## config.mk

```make
export PLATFORM = sky130hd
export DESIGN_NAME = ajuste_botones_ctrl
export DESIGN_NICKNAME = d
export VERILOG_FILES = /design/src/rtl/ajuste_botones_ctrl.sv
export SDC_FILE = /design/constraint.sdc
export NUM_CORES = 1
export LEC_CHECK = 0
export ABC_AREA = 1
export CAP_MARGIN = 40
export CORE_ASPECT_RATIO = 0.9
export CORE_MARGIN = 4
export CORE_UTILIZATION = 55
export CTS_BUF_LIST = sky130_fd_sc_hd__clkbuf_16
export DETAILED_ROUTE_END_ITERATION = 10
export HOLD_SLACK_MARGIN = 0.15
export PLACE_DENSITY = 0.75
export REMOVE_ABC_BUFFERS = 1
export SLEW_MARGIN = 20
export SYNTH_ARGS = -nofsm -noshare
export SYNTH_HDL_FRONTEND = slang
export SYNTH_SLANG_ARGS = --single-unit
```

## constraint.sdc

```tcl
create_clock -name clk -period 1.5 [get_ports clk]
set_input_delay 0.3 -clock clk [delete_from_list [all_inputs] [get_ports clk]]
set_output_delay 0.3 -clock clk [all_outputs]
set_load 0.01 [all_outputs]
```

## src/rtl/ajuste_botones_ctrl.sv

```systemverilog
// ajuste_botones_ctrl: front-panel adjust controller for the BCD time counters.
// Synchronises and debounces the up/down/left/right buttons, tracks the selected
// time field (en_count) and emits single-cycle enUP/enDOWN pulses.
// Optional macro AUTO_REPEAT_EN: a held up/down button auto-repeats its pulse.
module ajuste_botones_ctrl #(
    parameter int DEBOUNCE_CYCLES = 1000000,
    parameter int REPEAT_DELAY    = 50000000,
    parameter int REPEAT_RATE     = 10000000,
    parameter int NUM_FIELDS      = 3
) (
    input  logic       clk,
    input  logic       reset,
    input  logic       prog_mode,
    input  logic       btn_up,
    input  logic       btn_down,
    input  logic       btn_left,
    input  logic       btn_right,
    output logic [3:0] en_count,
    output logic       enUP,
    output logic       enDOWN
);

    localparam int DBW = $clog2(DEBOUNCE_CYCLES + 1);

    // Button bit order: 0 up, 1 down, 2 left, 3 right
    localparam int B_UP = 0;
    localparam int B_DN = 1;
    localparam int B_LT = 2;
    localparam int B_RT = 3;

    // Parameter sanity checks at elaboration
    if (NUM_FIELDS < 1 || NUM_FIELDS > 15) begin : g_bad_fields
        $error("NUM_FIELDS must be in 1..15");
    end
    if (REPEAT_DELAY < 2 || REPEAT_RATE < 2) begin : g_bad_repeat
        $error("REPEAT_DELAY and REPEAT_RATE must be at least 2");
    end
    if (DEBOUNCE_CYCLES < 1) begin : g_bad_debounce
        $error("DEBOUNCE_CYCLES must be at least 1");
    end

    typedef enum logic {
        IDLE   = 1'b0,
        ADJUST = 1'b1
    } state_t;

    logic [3:0]     btn_raw;
    logic [3:0]     sync1_q, sync2_q;
    logic [3:0]     db_q, db_prev_q;
    logic [DBW-1:0] db_cnt_q [4];
    logic [3:0]     press;

    state_t         state_q;
    logic [3:0]     field_q;
    logic [3:0]     en_count_q;
    logic           enUP_q, enDOWN_q;

    logic           up_ev, dn_ev, lt_ev, rt_ev;
    logic [3:0]     field_d;
    logic           field_chg;
    logic           pulse_up, pulse_dn;

    assign btn_raw = {btn_right, btn_left, btn_down, btn_up};

    // Two-flop synchroniser and per-button debounce counters
    always_ff @(posedge clk) begin
        if (reset) begin
            sync1_q   <= '0;
            sync2_q   <= '0;
            db_q      <= '0;
            db_prev_q <= '0;
            for (int i = 0; i < 4; i++) db_cnt_q[i] <= '0;
        end else begin
            sync1_q   <= btn_raw;
            sync2_q   <= sync1_q;
            db_prev_q <= db_q;
            for (int i = 0; i < 4; i++) begin
                if (sync2_q[i] == db_q[i]) begin
                    db_cnt_q[i] <= '0;
                end else if (db_cnt_q[i] == DBW'(DEBOUNCE_CYCLES)) begin
                    db_q[i]     <= sync2_q[i];
                    db_cnt_q[i] <= '0;
                end else begin
                    db_cnt_q[i] <= db_cnt_q[i] + 1'b1;
                end
            end
        end
    end

    assign press = db_q & ~db_prev_q;

    // A direction press counts only when the opposite button is not held
    assign up_ev = press[B_UP] & ~db_q[B_DN];
    assign dn_ev = press[B_DN] & ~db_q[B_UP];
    assign lt_ev = press[B_LT];
    assign rt_ev = press[B_RT];

    // Next field value with wrap-around; simultaneous left+right cancels
    always_comb begin
        field_d = field_q;
        if (rt_ev && !lt_ev) begin
            field_d = (field_q >= 4'(NUM_FIELDS)) ? 4'd1 : field_q + 4'd1;
        end else if (lt_ev && !rt_ev) begin
            field_d = (field_q <= 4'd1) ? 4'(NUM_FIELDS) : field_q - 4'd1;
        end
    end

    assign field_chg = (field_d != field_q);

`ifdef AUTO_REPEAT_EN
    localparam int RPT_MAX = (REPEAT_DELAY > REPEAT_RATE) ? REPEAT_DELAY : REPEAT_RATE;
    localparam int RW      = $clog2(RPT_MAX + 1);

    logic          rpt_active_q, rpt_dir_up_q, rpt_first_q;
    logic [RW-1:0] rpt_cnt_q;
    logic          rpt_ok, rpt_fire;
    logic [RW-1:0] rpt_last;

    // Repeat stays armed only while its own button alone is held
    assign rpt_ok   = rpt_active_q &&
                      (rpt_dir_up_q ? (db_q[B_UP] && !db_q[B_DN])
                                    : (db_q[B_DN] && !db_q[B_UP]));
    assign rpt_last = rpt_first_q ? RW'(REPEAT_DELAY - 1) : RW'(REPEAT_RATE - 1);
    assign rpt_fire = rpt_ok && (rpt_cnt_q == rpt_last);
    assign pulse_up = up_ev || (rpt_fire && rpt_dir_up_q);
    assign pulse_dn = dn_ev || (rpt_fire && !rpt_dir_up_q);
`else
    assign pulse_up = up_ev;
    assign pulse_dn = dn_ev;
`endif

    // Mode FSM with field register, registered outputs and repeat timer
    always_ff @(posedge clk) begin
        if (reset) begin
            state_q    <= IDLE;
            field_q    <= 4'd1;
            en_count_q <= 4'd0;
            enUP_q     <= 1'b0;
            enDOWN_q   <= 1'b0;
`ifdef AUTO_REPEAT_EN
            rpt_active_q <= 1'b0;
            rpt_dir_up_q <= 1'b0;
            rpt_first_q  <= 1'b0;
            rpt_cnt_q    <= '0;
`endif
        end else begin
            case (state_q)
                IDLE: begin
                    en_count_q <= 4'd0;
                    enUP_q     <= 1'b0;
                    enDOWN_q   <= 1'b0;
`ifdef AUTO_REPEAT_EN
                    rpt_active_q <= 1'b0;
                    rpt_cnt_q    <= '0;
`endif
                    if (prog_mode) begin
                        state_q    <= ADJUST;
                        field_q    <= 4'd1;
                        en_count_q <= 4'd1;
                    end
                end
                ADJUST: begin
                    if (!prog_mode) begin
                        state_q    <= IDLE;
                        en_count_q <= 4'd0;
                        enUP_q     <= 1'b0;
                        enDOWN_q   <= 1'b0;
`ifdef AUTO_REPEAT_EN
                        rpt_active_q <= 1'b0;
                        rpt_cnt_q    <= '0;
`endif
                    end else begin
                        field_q    <= field_d;
                        en_count_q <= field_d;
                        enUP_q     <= pulse_up && !enUP_q;
                        enDOWN_q   <= pulse_dn && !enDOWN_q;
`ifdef AUTO_REPEAT_EN
                        if (up_ev || dn_ev) begin
                            rpt_active_q <= 1'b1;
                            rpt_dir_up_q <= up_ev;
                            rpt_first_q  <= 1'b1;
                            rpt_cnt_q    <= '0;
                        end else if (!rpt_ok) begin
                            rpt_active_q <= 1'b0;
                            rpt_cnt_q    <= '0;
                        end else if (rpt_fire) begin
                            rpt_first_q <= 1'b0;
                            rpt_cnt_q   <= '0;
                        end else if (field_chg) begin
                            rpt_cnt_q <= '0;
                        end else begin
                            rpt_cnt_q <= rpt_cnt_q + 1'b1;
                        end
`endif
                    end
                end
                default: state_q <= IDLE;
            endcase
        end
    end

    assign en_count = en_count_q;
    assign enUP     = enUP_q;
    assign enDOWN   = enDOWN_q;

endmodule

```

Word-level counts from Yosys, hierarchy flattened

Memory sizes are Yosys's and may differ from the RTL's.
Cells that the tools add are included.

$add $sub $neg: 6
Multiply operators: 0
Div/mod/pow operators: 0
Magnitude comparators: 2
Equality and inequality tests: 10
Shift operators: 0
Muxes and demuxes: 73
Bitwise logic cells: 23
Reduce and logical (&&, ||, !) cells: 13

Operators with widths:

| kind                                                            | count |
|---|---|
| 2-to-1 mux 20 bit                                               | 12 |
| adder 20 x 1 -> 20 bit (second input constant)                  | 4 |
| equality test 20 bit (second input constant)                    | 4 |
| 2-to-1 mux 1 bit                                                | 50 |
| 2-to-1 mux 4 bit                                                | 7 |
| case mux 4 bit (2 select lines)                                 | 2 |
| bitwise OR 1 bit                                                | 12 |
| AND reduction 2 bit                                             | 5 |
| inverter 1 bit                                                  | 7 |
| adder 4 x 1 -> 4 bit (second input constant)                    | 1 |
| AND 4 bit                                                       | 1 |
| equality test 1 bit                                             | 4 |
| >= comparator 4 x 2 -> 1 bit (second input constant)            | 1 |
| less-or-equal comparator 4 x 1 -> 1 bit (second input constant) | 1 |
| logical AND 1 bit                                               | 4 |
| logical NOT 1 bit                                               | 4 |
| inequality test 2 bit (second input constant)                   | 2 |
| inverter 4 bit                                                  | 1 |
| case mux 1 bit (2 select lines)                                 | 2 |
| subtractor 4 x 1 -> 4 bit (second input constant)               | 1 |
| AND 1 bit                                                       | 2 |

Register bits: 27
Bits in latches: 0
RAM bits: 80
Memory bits (read-only): 0
Input port bits: 7
Output and inout port bits: 6
Memories kept: 1

Memories:

| name     | depth | width | read ports | clocked after memory_dff | write ports | RTL line | text |
|---|---|---|---|---|---|---|---|
| db_cnt_q | 4     | 20    | 4          | 0                        | 4           | 50       | `logic [DBW-1:0] db_cnt_q [4];` |

Logic depth before layout (Yosys ltp)

Gate-level depths: netlist of run 1.

Depth after elaboration: 8
Gate-level depth with buffers: 10

Worst setup path before layout of run 1

Ideal clock, no wire load.

Path type: flip-flop to flip-flop
Start: memory db_cnt_q[1][0] in the netlist's numbering
End: memory db_cnt_q[1][16] in the netlist's numbering, data pin
Arrival: 1300 ps
Setup slack: -49 ps
Cell stages (with the launch flop): 11
Path buffers: 1
Clock period less this slack: 1549 ps
Cells stage by stage: edfxtp_1 > inv_1 > ha_1 > nand4_1 > nor2_1 > nand3_1 > nand2_1 > buf_4 > inv_1 > nand2_1 > inv_1

RTL lines:

| element            | RTL line |
|---|---|
| start: declaration | 50 |

==> results of run 1 <==
cells in the mapped netlist (3+ instances only):
cell / number
a21oi_1: 31
buf_2: 8
dfxtp_1: 27
edfxtp_1: 80
ha_1: 11
inv_1: 95
nand2_1: 207
nand2_2: 3
nand3_1: 43
nand3_2: 8
nand4_1: 21
nor2_1: 190
nor2_2: 6
nor3_1: 6
o21ai_0: 13
or2_0: 3
xnor2_1: 12
xor2_1: 26
routing by layer:
metal  vias to the layer above  part of all wire (%)  global-route usage, %  routed length (microns)
met3                        27                   4.7                   5.03                      730
met2                       155                    50                   37.2                     7700
li1                       2900                     -                      -                        -
met5                         -                     0                      0                        0
met1                      2713                    44                   27.7                     6810
met4                         0                   1.6                   5.40                      240
final cells by class:
type / count / area [sq um]
Tap cell: 152 / 190
Clock inverter: 7 / 103
Inverter: 97 / 367
Multi-Input combinational cell: 677 / 3670
Fill cell: 767 / 2430
Sequential cell: 107 / 2950
Timing Repair Buffer: 112 / 1010
Clock buffer: 9 / 225
power breakdown:
part           switching, mW  total, mW  internal (mW)  leakage (nW)
clock network           1.13       2.60           1.48         0.156
logic                  0.344      0.594          0.249          2.22
registers             0.0977       3.38           3.28          1.05
total                   1.57       6.58           5.01          3.43
how the worst max path moves through the flow:
stage / from / slack [ns] / depth (start not counted) / end
after floorplan: db_cnt_q[1][0] / -0.24 / 9 / db_cnt_q[1][16]
after global placement: reset / -0.16 / 9 / db_cnt_q[1][16]
after detailed placement: reset / -0.22 / 7 / db_cnt_q[1][17]
after CTS: db_cnt_q[1][1] / -0.08 / 10 / db_cnt_q[1][16]
after global routing: db_cnt_q[2][5] / -0.22 / 7 / db_cnt_q[2][9]
final: db_cnt_q[2][3] / -0.12 / 7 / db_cnt_q[2][10]
cells by family after synthesis:
kind of cell	Yosys count
AOI/OAI and AO/OA	52
xor gates and xnor gates	38
adders and majority gates	11
buffers and inverters	107
DFF	107
other	1
and+or+nand+nor	496
critical path, cell delays in order, from the launching register on:
cell and delay (ns):
edfxtp_1 0.43, nor2_1 0.20, nand2_1 0.07, nor2_1 0.18, nand3_2 0.13, nand2_4 0.15, clkbuf_16 0.17, a21oi_2 0.04
timing repair:
item	in CTS	in global routing
setup buffers	2	15
resized for setup	42	129
endpoints found under the hold margin	0	0
endpoints found under the setup margin	71	86
pin swaps	8	34
gates cloned	1	8
flip-flops by register name, summed over array words and instances (netlist names):
name and count:
db_cnt_q 80, field_q 4, enDOWN 1, state_q 1, sync2_q 4, en_count 4, sync1_q 4, db_q 4
db_prev_q 4, enUP 1
stage by stage:
step / hold WS [ns] / TNS [ns]
CTS: 0.392 / -1.98
detailed placement: 0.385 / -13.52
finish: 0.390 / -5.88
floorplan: 0.371 / -10.97
global route: 0.401 / -12.57
global placement: 0.376 / -10.26
==> impl_metrics.py, run 1 <==
metrics = {
    "die": {
        "rows": 36,
        "initial_core_util_pct": 56.7,
        "core-area_sq_mm": 0.0109,
        "die_width_microns": 120,
        "die_area_sq_mm": 0.0131,
        "die_h_microns": 109,
        "pin_count": 13,
    },
    "cts": {
        "clk_pin_slew_ns": 0.07,
        "clk_path_buf_depth": 2,
        "ctsHoldBuffers": 0,
        "cts_buffers": 9,
        "cts_tree": "yes",
        "clock_latency_ns": 0.36,
        "numClockSinks": 107,
        "htree_levels": 3,
        "clockRootBuffer": "clkbuf_16",
    },
    "place": {
        "pre_cts_slack_ns": -0.215,
        "dp_hpwl_microns": 9980,
        "placed_area_sq_mm": 0.00738,
        "numPortBuffers": 12,
        "gp_congestion": 0.902,
        "dp_cells": 1123,
    },
    "run_status": {
        "violations": "setup timing",
        "status": "finished with violations",
    },
    "synth": {
        "synth_compound_area_share_pct": 4.61,
        "synth_ff_type": "edfxtp_1",
        "synth_cell_type_count": 33,
        "synth_top_area_cell": "edfxtp_1",
        "synth_xor_area_share_pct": 5.36,
        "synth_top_family_by_area": "simple AND/OR/NAND/NOR gates",
        "synth_area_per_cell_sq_um": 7.65,
        "synth-adder-area-share_pct": 2.22,
        "yosysWarnings": 0,
        "async_flop_share_pct": 0,
        "synth_area_sq_mm": 0.00621,
        "synthTopCellsByArea": "edfxtp_1, nand2_1, nor2_1",
        "synth-edff-count": 80,
        "postSynthCellCount": 812,
        "synth_top_area_share_pct": 38.7,
        "ys_seq_area_share_pct": 47.4,
        "ys_ff_latch": 107,
        "muxShareOfSynthArea_pct": 0,
        "synth_simple_gate_area_share_pct": 33.7,
    },
    "worst_setup_path": {
        "r2r-end": "db_cnt_q[2][10]",
        "worstSetupStartpointType": "register",
        "ff2ff_path_depth": 7,
        "critPathMaxFanout": 5,
        "cp.arrival_ns": 1.73,
        "required_ns": 1.60,
        "end_kind": "register",
        "reg2reg_from": "db_cnt_q[2][3]",
        "critPathKind": "reg -> reg",
        "ff2ff_setup_slack_ns": -0.12,
    },
    "cells_and_area": {
        "fin_area_sq_mm": 0.00852,
        "layout-drive-gt1-share_pct": 25.7,
        "final_cell_mix": "nand2_1, nor2_1, buf_4",
        "antennaDiodeCount": 0,
        "final_cells": 1161,
        "utilization_pct": 77.8,
        "final_common_cell": "nand2_1",
        "area_growth_pct": 37.2,
        "fin_nets": 1022,
    },
    "sta": {
        "rsz0062_at_grt": "true",
        "period_needed_ns": 1.62,
        "fin_skew_ns": 0.0105,
        "max_freq_ghz": 0.617,
        "hold_viol": 0,
        "setup_viol": 80,
        "post-route-period-util_pct": 108,
        "drv_slew": 0,
        "setup_slack_ns": -0.122,
    },
    "route": {
        "firstDrtPassIters": 7,
        "antenna_left": 0,
        "finalWirelength_microns": 15500,
        "vias": 5795,
        "route.detailed.drc": 0,
        "vias_per_cell": 4.99,
        "wl_per_cell_microns": 13.3,
        "drt_iter0_drc": 454,
    },
    "hold_path": {
        "hold_start": "db_prev_q[1]",
        "min_to": "enDOWN",
        "hold_class": "reg -> reg",
        "min_path_cells": 1,
    },
    "power": {
        "total_power_mw": 6.58,
        "p_leak_nw": 3.43,
        "p_per_area_mw_per_mm2": 772,
        "worst_ir_drop_vdd_v": 0.00108,
    },
    "global_route": {
        "grt_usage_pct": 21.6,
        "antenna_found_initial": 0,
        "grt_max_degree": 21,
        "gr-total-overflow": 0,
        "grt_pass1_wl_microns": 23200,
        "grt_pass1_vias": 5365,
    },
    "job": {
        "maxCapViolations": 0,
    },
}
(Power assumes the default switching activity.)
==> run 2, diff against run 1 <==
--- a/config.mk
+++ b/config.mk
@@ -10,8 +10,8 @@
 export CORE_ASPECT_RATIO = 0.9
 export CORE_MARGIN = 4
 export CORE_UTILIZATION = 55
-export CTS_BUF_LIST = sky130_fd_sc_hd__clkbuf_16
 export DETAILED_ROUTE_END_ITERATION = 10
+export GPL_TIMING_DRIVEN = 0
 export HOLD_SLACK_MARGIN = 0.15
 export PLACE_DENSITY = 0.75
 export REMOVE_ABC_BUFFERS = 1
==> impl_metrics.py, run 2 (synthesis results as in run 1) <==
metrics = {
    "run_status": {
        "status": "finished with violations",
        "violations": "setup timing",
    },
    "route": {
        "wl_per_cell_microns": 13.9,
        "route.detailed.drc": 0,
        "finalWirelength_microns": 15400,
        "vias": 5710,
        "antenna_left": 0,
        "vias_per_cell": 5.17,
        "firstDrtPassIters": 5,
        "drt_iter0_drc": 515,
    },
    "worst_setup_path": {
        "ff2ff_path_depth": 7,
        "critPathMaxFanout": 5,
        "worstSetupStartpointType": "register",
        "required_ns": 1.62,
        "end_kind": "register",
        "path_cells": "nor2_1 > nand3_1 > nor2_4 > nand3_4 > buf_12 > nand2_8 > nor2_1",
        "crit_path_top_delay_cell": "edfxtp_1",
        "critPathKind": "reg -> reg",
        "critPathMaxStageDelay_ns": 0.46,
        "path_common_cell": "nor2_1",
        "cp.arrival_ns": 1.80,
    },
    "sta": {
        "period_needed_ns": 1.69,
        "setup_viol": 80,
        "drv_slew": 0,
        "fin_tns_setup_ns": -9.76,
        "max_freq_ghz": 0.593,
        "rsz0062_at_grt": "true",
        "post-route-period-util_pct": 112,
        "hold_viol": 0,
        "setup_slack_ns": -0.187,
        "fin_skew_ns": 0.00607,
    },
    "cells_and_area": {
        "final_cell_mix": "nand2_1, nor2_1, inv_1",
        "final_cells": 1104,
        "fillerInstances": 842,
        "top_register": "db_cnt_q",
        "fin_nets": 965,
        "final_common_cell": "nand2_1",
        "utilization_pct": 72.9,
        "largest_register_ffs": 80,
        "antennaDiodeCount": 0,
        "area_growth_pct": 28.5,
        "layout-drive-gt1-share_pct": 19.7,
    },
    "cts": {
        "clk_pin_slew_ns": 0.07,
        "numClockSinks": 107,
        "cts_tree": "yes",
        "cts_buffers": 9,
        "clockRootBuffer": "clkbuf_16",
        "ctsHoldBuffers": 0,
        "clk_path_buf_depth": 2,
        "clock_latency_ns": 0.35,
        "htree_levels": 3,
    },
    "place": {
        "gp_congestion": 0.887,
        "dp_cells": 1045,
        "numPortBuffers": 12,
        "dp_hpwl_microns": 9120,
        "pre_cts_slack_ns": -1.15,
    },
    "global_route": {
        "antenna_found_initial": 0,
        "grt_pass1_wl_microns": 23600,
        "grt_pass1_vias": 5322,
        "grt_usage_pct": 22.3,
        "gr-total-overflow": 0,
        "grt_max_degree": 18,
    },
    "hold_path": {
        "min_path_cells": 1,
        "hold_class": "reg -> reg",
    },
    "die": {
        "rows": 36,
        "die_h_microns": 109,
        "pin_count": 13,
        "die_area_sq_mm": 0.0131,
        "core-area_sq_mm": 0.0109,
        "initial_core_util_pct": 56.7,
        "die_width_microns": 120,
    },
    "job": {
        "maxCapViolations": 0,
    },
    "power": {
        "p_per_area_mw_per_mm2": 775,
        "worst_ir_drop_vdd_v": 0.000816,
        "p_leak_nw": 3.05,
    },
}
==> run 2: cell types whose count changed in the layout (fill, tap and decap cells not counted), sizes merged <==
cell,previous run,this run
clkdlybuf4s15,0,1
bufinv,2,0
dlymetal6s2s,0,2
buf,95,31
dlygate4sd2,6,4
clkbuf,14,11
nand2,210,222
clkdlybuf4s50,6,5
inv,97,98
clkinvlp,1,0
==> run 2: path summary, 6_finish.rpt <==
| kind | startpoint | endpoint | slack (ns) |
|---|---|---|---|
| worst max-delay path | db_cnt_q[1][12] | db_cnt_q[1][15] | -0.19 |
| worst min-delay path | db_prev_q[0] | enUP | 0.40 |
| worst max register to register | db_cnt_q[1][12] | db_cnt_q[1][15] | -0.19 |
| worst min register to register | db_prev_q[0] | enUP | 0.40 |
==> run 2: layer usage <==
| metal | GRT usage [%] | part of all wire [%] | wire length [microns] |
|---|---|---|---|
| met1 | 27.7 | 42 | 6450 |
| met2 | 39.6 | 50 | 7680 |
| met3 | 4.98 | 6.0 | 925 |
| met4 | 5.89 | 2.1 | 316 |
| met5 | 0 | 0 | 0 |
==> run 2: area by class of cell <==
type	instances	area [sq um]	share of cell area [%]
inverters	97	367	4.60
clock buffers	11	254	3.18
clock inverters	5	26.3	0.329
well taps	152	190	2.38
flip-flops and latches	107	2950	36.9
multi-input cells	689	3820	47.9
repair buffers	43	370	4.64
==> run 2: stage by stage <==
stage | power [mW] | hold slack (ns) | instance area [sq um]
2_1_floorplan | 3.68 | 0.371 | 6450
3_3_place_gp | 3.77 | 0.379 | 6770
3_5_place_dp | 3.79 | 0.391 | 6770
4_1_cts | 6.13 | 0.401 | 7520
5_1_grt | 6.41 | 0.414 | 7980
6_report | 6.18 | 0.396 | 7980
==> run 2: worst max-delay path: cells and delay by family, from the launching register on <==
| family | cells | cell delay, ns |
|---|---|---|
| buf+inv | 1 | 0.17 |
| flops | 1 | 0.46 |
| simple gates | 6 | 0.81 |
==> run 2: timing repair <==
action,CTS,global route
pin swaps,24,20
endpoints found under the setup margin,86,88
resized for setup,84,80
setup buffers,10,21
gates cloned,12,0
==> run 2: power by group <==
| part | internal, mW | leakage [nW] | switching (mW) |
|---|---|---|---|
| Combinational | 0.173 | 1.86 | 0.306 |
| Clock | 1.22 | 0.145 | 1.07 |
| Sequential | 3.29 | 1.05 | 0.125 |
| Total | 4.68 | 3.05 | 1.50 |
==> run 3, diff against run 2 <==
--- a/config.mk
+++ b/config.mk
@@ -10,6 +10,8 @@
 export CORE_ASPECT_RATIO = 0.9
 export CORE_MARGIN = 4
 export CORE_UTILIZATION = 55
+export CTS_BUF_LIST = sky130_fd_sc_hd__clkbuf_4
+export CTS_CLUSTER_SIZE = 25
 export DETAILED_ROUTE_END_ITERATION = 10
 export GPL_TIMING_DRIVEN = 0
 export HOLD_SLACK_MARGIN = 0.15
==> impl_metrics.py, run 3 (synthesis results as in run 1) <==
metrics = {
    "worst_setup_path": {
        "critPathMaxFanout": 5,
        "end_kind": "register",
        "cp.arrival_ns": 1.93,
        "critPathKind": "reg -> reg",
        "worstSetupStartpointType": "register",
        "required_ns": 1.76,
        "ff2ff_setup_slack_ns": -0.17,
    },
    "cells_and_area": {
        "final-seq-area_sq_mm": 0.00295,
        "area_growth_pct": 31.4,
        "multi_input_area_sq_mm": 0.00391,
        "largest_register_ffs": 80,
        "top_register": "db_cnt_q",
        "fin_area_sq_mm": 0.00816,
        "fin_nets": 997,
        "final_cell_mix": "nand2_1, nor2_1, inv_1",
        "final_common_cell": "nand2_1",
        "fillerInstances": 791,
        "layout-drive-gt1-share_pct": 22.3,
    },
    "power": {
        "worst_ir_drop_vdd_v": 0.000730,
        "clkPwrFrac_pct": 27.6,
        "combPwrFrac_pct": 10.0,
        "p_leak_nw": 3.16,
        "p_int_mw": 4.01,
        "p_per_area_mw_per_mm2": 668,
        "seq_power_share_pct": 62.4,
        "p_sw_mw": 1.44,
        "switching_share_pct": 26.4,
    },
    "cts": {
        "clock_latency_ns": 0.49,
        "clk_pin_slew_ns": 0.17,
        "clockRootBuffer": "clkbuf_4",
        "numClockSinks": 107,
        "cts_tree": "yes",
        "clk_path_buf_depth": 2,
        "cts_buffers": 9,
        "htree_levels": 3,
    },
    "sta": {
        "period_needed_ns": 1.67,
        "whs_ns": 0.307,
        "hold_viol": 0,
        "slew_headroom_pct": 52.5,
        "max_freq_ghz": 0.599,
        "post-route-period-util_pct": 111,
        "rsz0062_at_grt": "true",
        "setup_viol": 71,
        "fin_tns_setup_ns": -8.38,
        "tightest_slew_ns": 0.713,
        "drv_slew": 0,
        "fin_skew_ns": 0.0193,
        "setup_slack_ns": -0.171,
    },
    "global_route": {
        "grt_pass1_wl_microns": 24300,
        "grt_max_degree": 18,
        "grt_usage_pct": 23.3,
        "gr-total-overflow": 0,
        "grt_pass1_vias": 5490,
        "antenna_found_initial": 1,
    },
    "route": {
        "vias_per_cell": 5.18,
        "antenna_left": 0,
        "firstDrtPassIters": 7,
        "vias": 5886,
        "finalWirelength_microns": 15900,
        "route.detailed.drc": 0,
        "drt_iter0_drc": 497,
        "wl_per_cell_microns": 14.0,
    },
    "die": {
        "core-area_sq_mm": 0.0109,
        "die_area_sq_mm": 0.0131,
        "initial_core_util_pct": 56.7,
        "die_width_microns": 120,
        "rows": 36,
        "die_h_microns": 109,
        "pin_count": 13,
    },
    "place": {
        "placed_area_sq_mm": 0.00677,
        "dp_hpwl_microns": 9120,
        "gp_congestion": 0.887,
        "numPortBuffers": 12,
        "pre_cts_slack_ns": -1.15,
    },
    "run_status": {
        "violations": "setup timing",
        "status": "finished with violations",
    },
    "job": {
        "maxCapViolations": 0,
    },
    "hold_path": {
        "hold_class": "in -> reg",
    },
}
run 3: changes by cell type in the layout (fill, tap and decap cells not counted), moves of 7 or more:
cell,before,now
a21oi_1,1,12
a21oi_2,29,17
buf_4,29,59
clkbuf_16,10,0
clkbuf_4,0,10
nor2_2,39,32
nor2_4,11,19
run 3: per-stage QoR:
stage               instances  utilization [%]  power, mW
floorplan                 881                -       3.68
global placement         1045             61.8       3.77
detailed placement       1045             61.8       3.79
CTS                      1108             69.4       5.36
global route             1137             74.5       5.69
finish                   1137             74.5       5.45
run 3: power groups by stage:
stage	combinational, mW	sequential (mW)	clock (mW)
final	0.546	3.40	1.50
after global routing	0.599	3.42	1.68
after CTS	0.424	3.40	1.54
after detailed placement	0.318	3.47	0
after global placement	0.308	3.47	0
after floorplan	0.243	3.44	0
run 3: repair_timing:
item / CTS / global route
endpoints found under the hold margin: 0 / 0
gates resized for setup: 88 / 92
endpoints found under the setup margin: 86 / 91
hold buffers: 0 / 0
pin swaps: 38 / 25
buffers inserted: 36 / 28
cloned: 11 / 0
run 3: critical path, stage by stage (launching register included):
cell and delay [ns]:
edfxtp_1 0.47, inv_1 0.09, ha_1 0.16, nand4_1 0.14, nor2_4 0.16, nand3_4 0.14
buf_4 0.19, nand2_8 0.07, nor2_1 0.04
run 3: final timing paths:
kind,from,end,cells after the start
setup / recovery,db_cnt_q[1][0],db_cnt_q[1][4],8
hold / removal,btn_left,sync1_q[2],3
setup reg to reg,db_cnt_q[1][0],db_cnt_q[1][4],8
hold reg to reg,db_prev_q[0],enUP,1
run 3: final cells by class:
class | count | area share, %
multi-input cells | 688 | 47.9
flip-flops and latches | 107 | 36.1
repair buffers | 76 | 7.50
inverters | 97 | 4.49
well taps | 152 | 2.33
clock buffers | 10 | 0.920
clock inverters | 6 | 0.690
diodes | 1 | 0.0307
run 3: metal layers:
layer | routed length, microns | share of wire, % | track usage, % | vias up
li1 | - | - | - | 2867
met1 | 6400 | 40 | 27.8 | 2714
met2 | 7980 | 50 | 41.8 | 256
met3 | 1050 | 6.6 | 5.29 | 49
met4 | 428 | 2.7 | 8.09 | 0
met5 | 0 | 0 | 0 | -
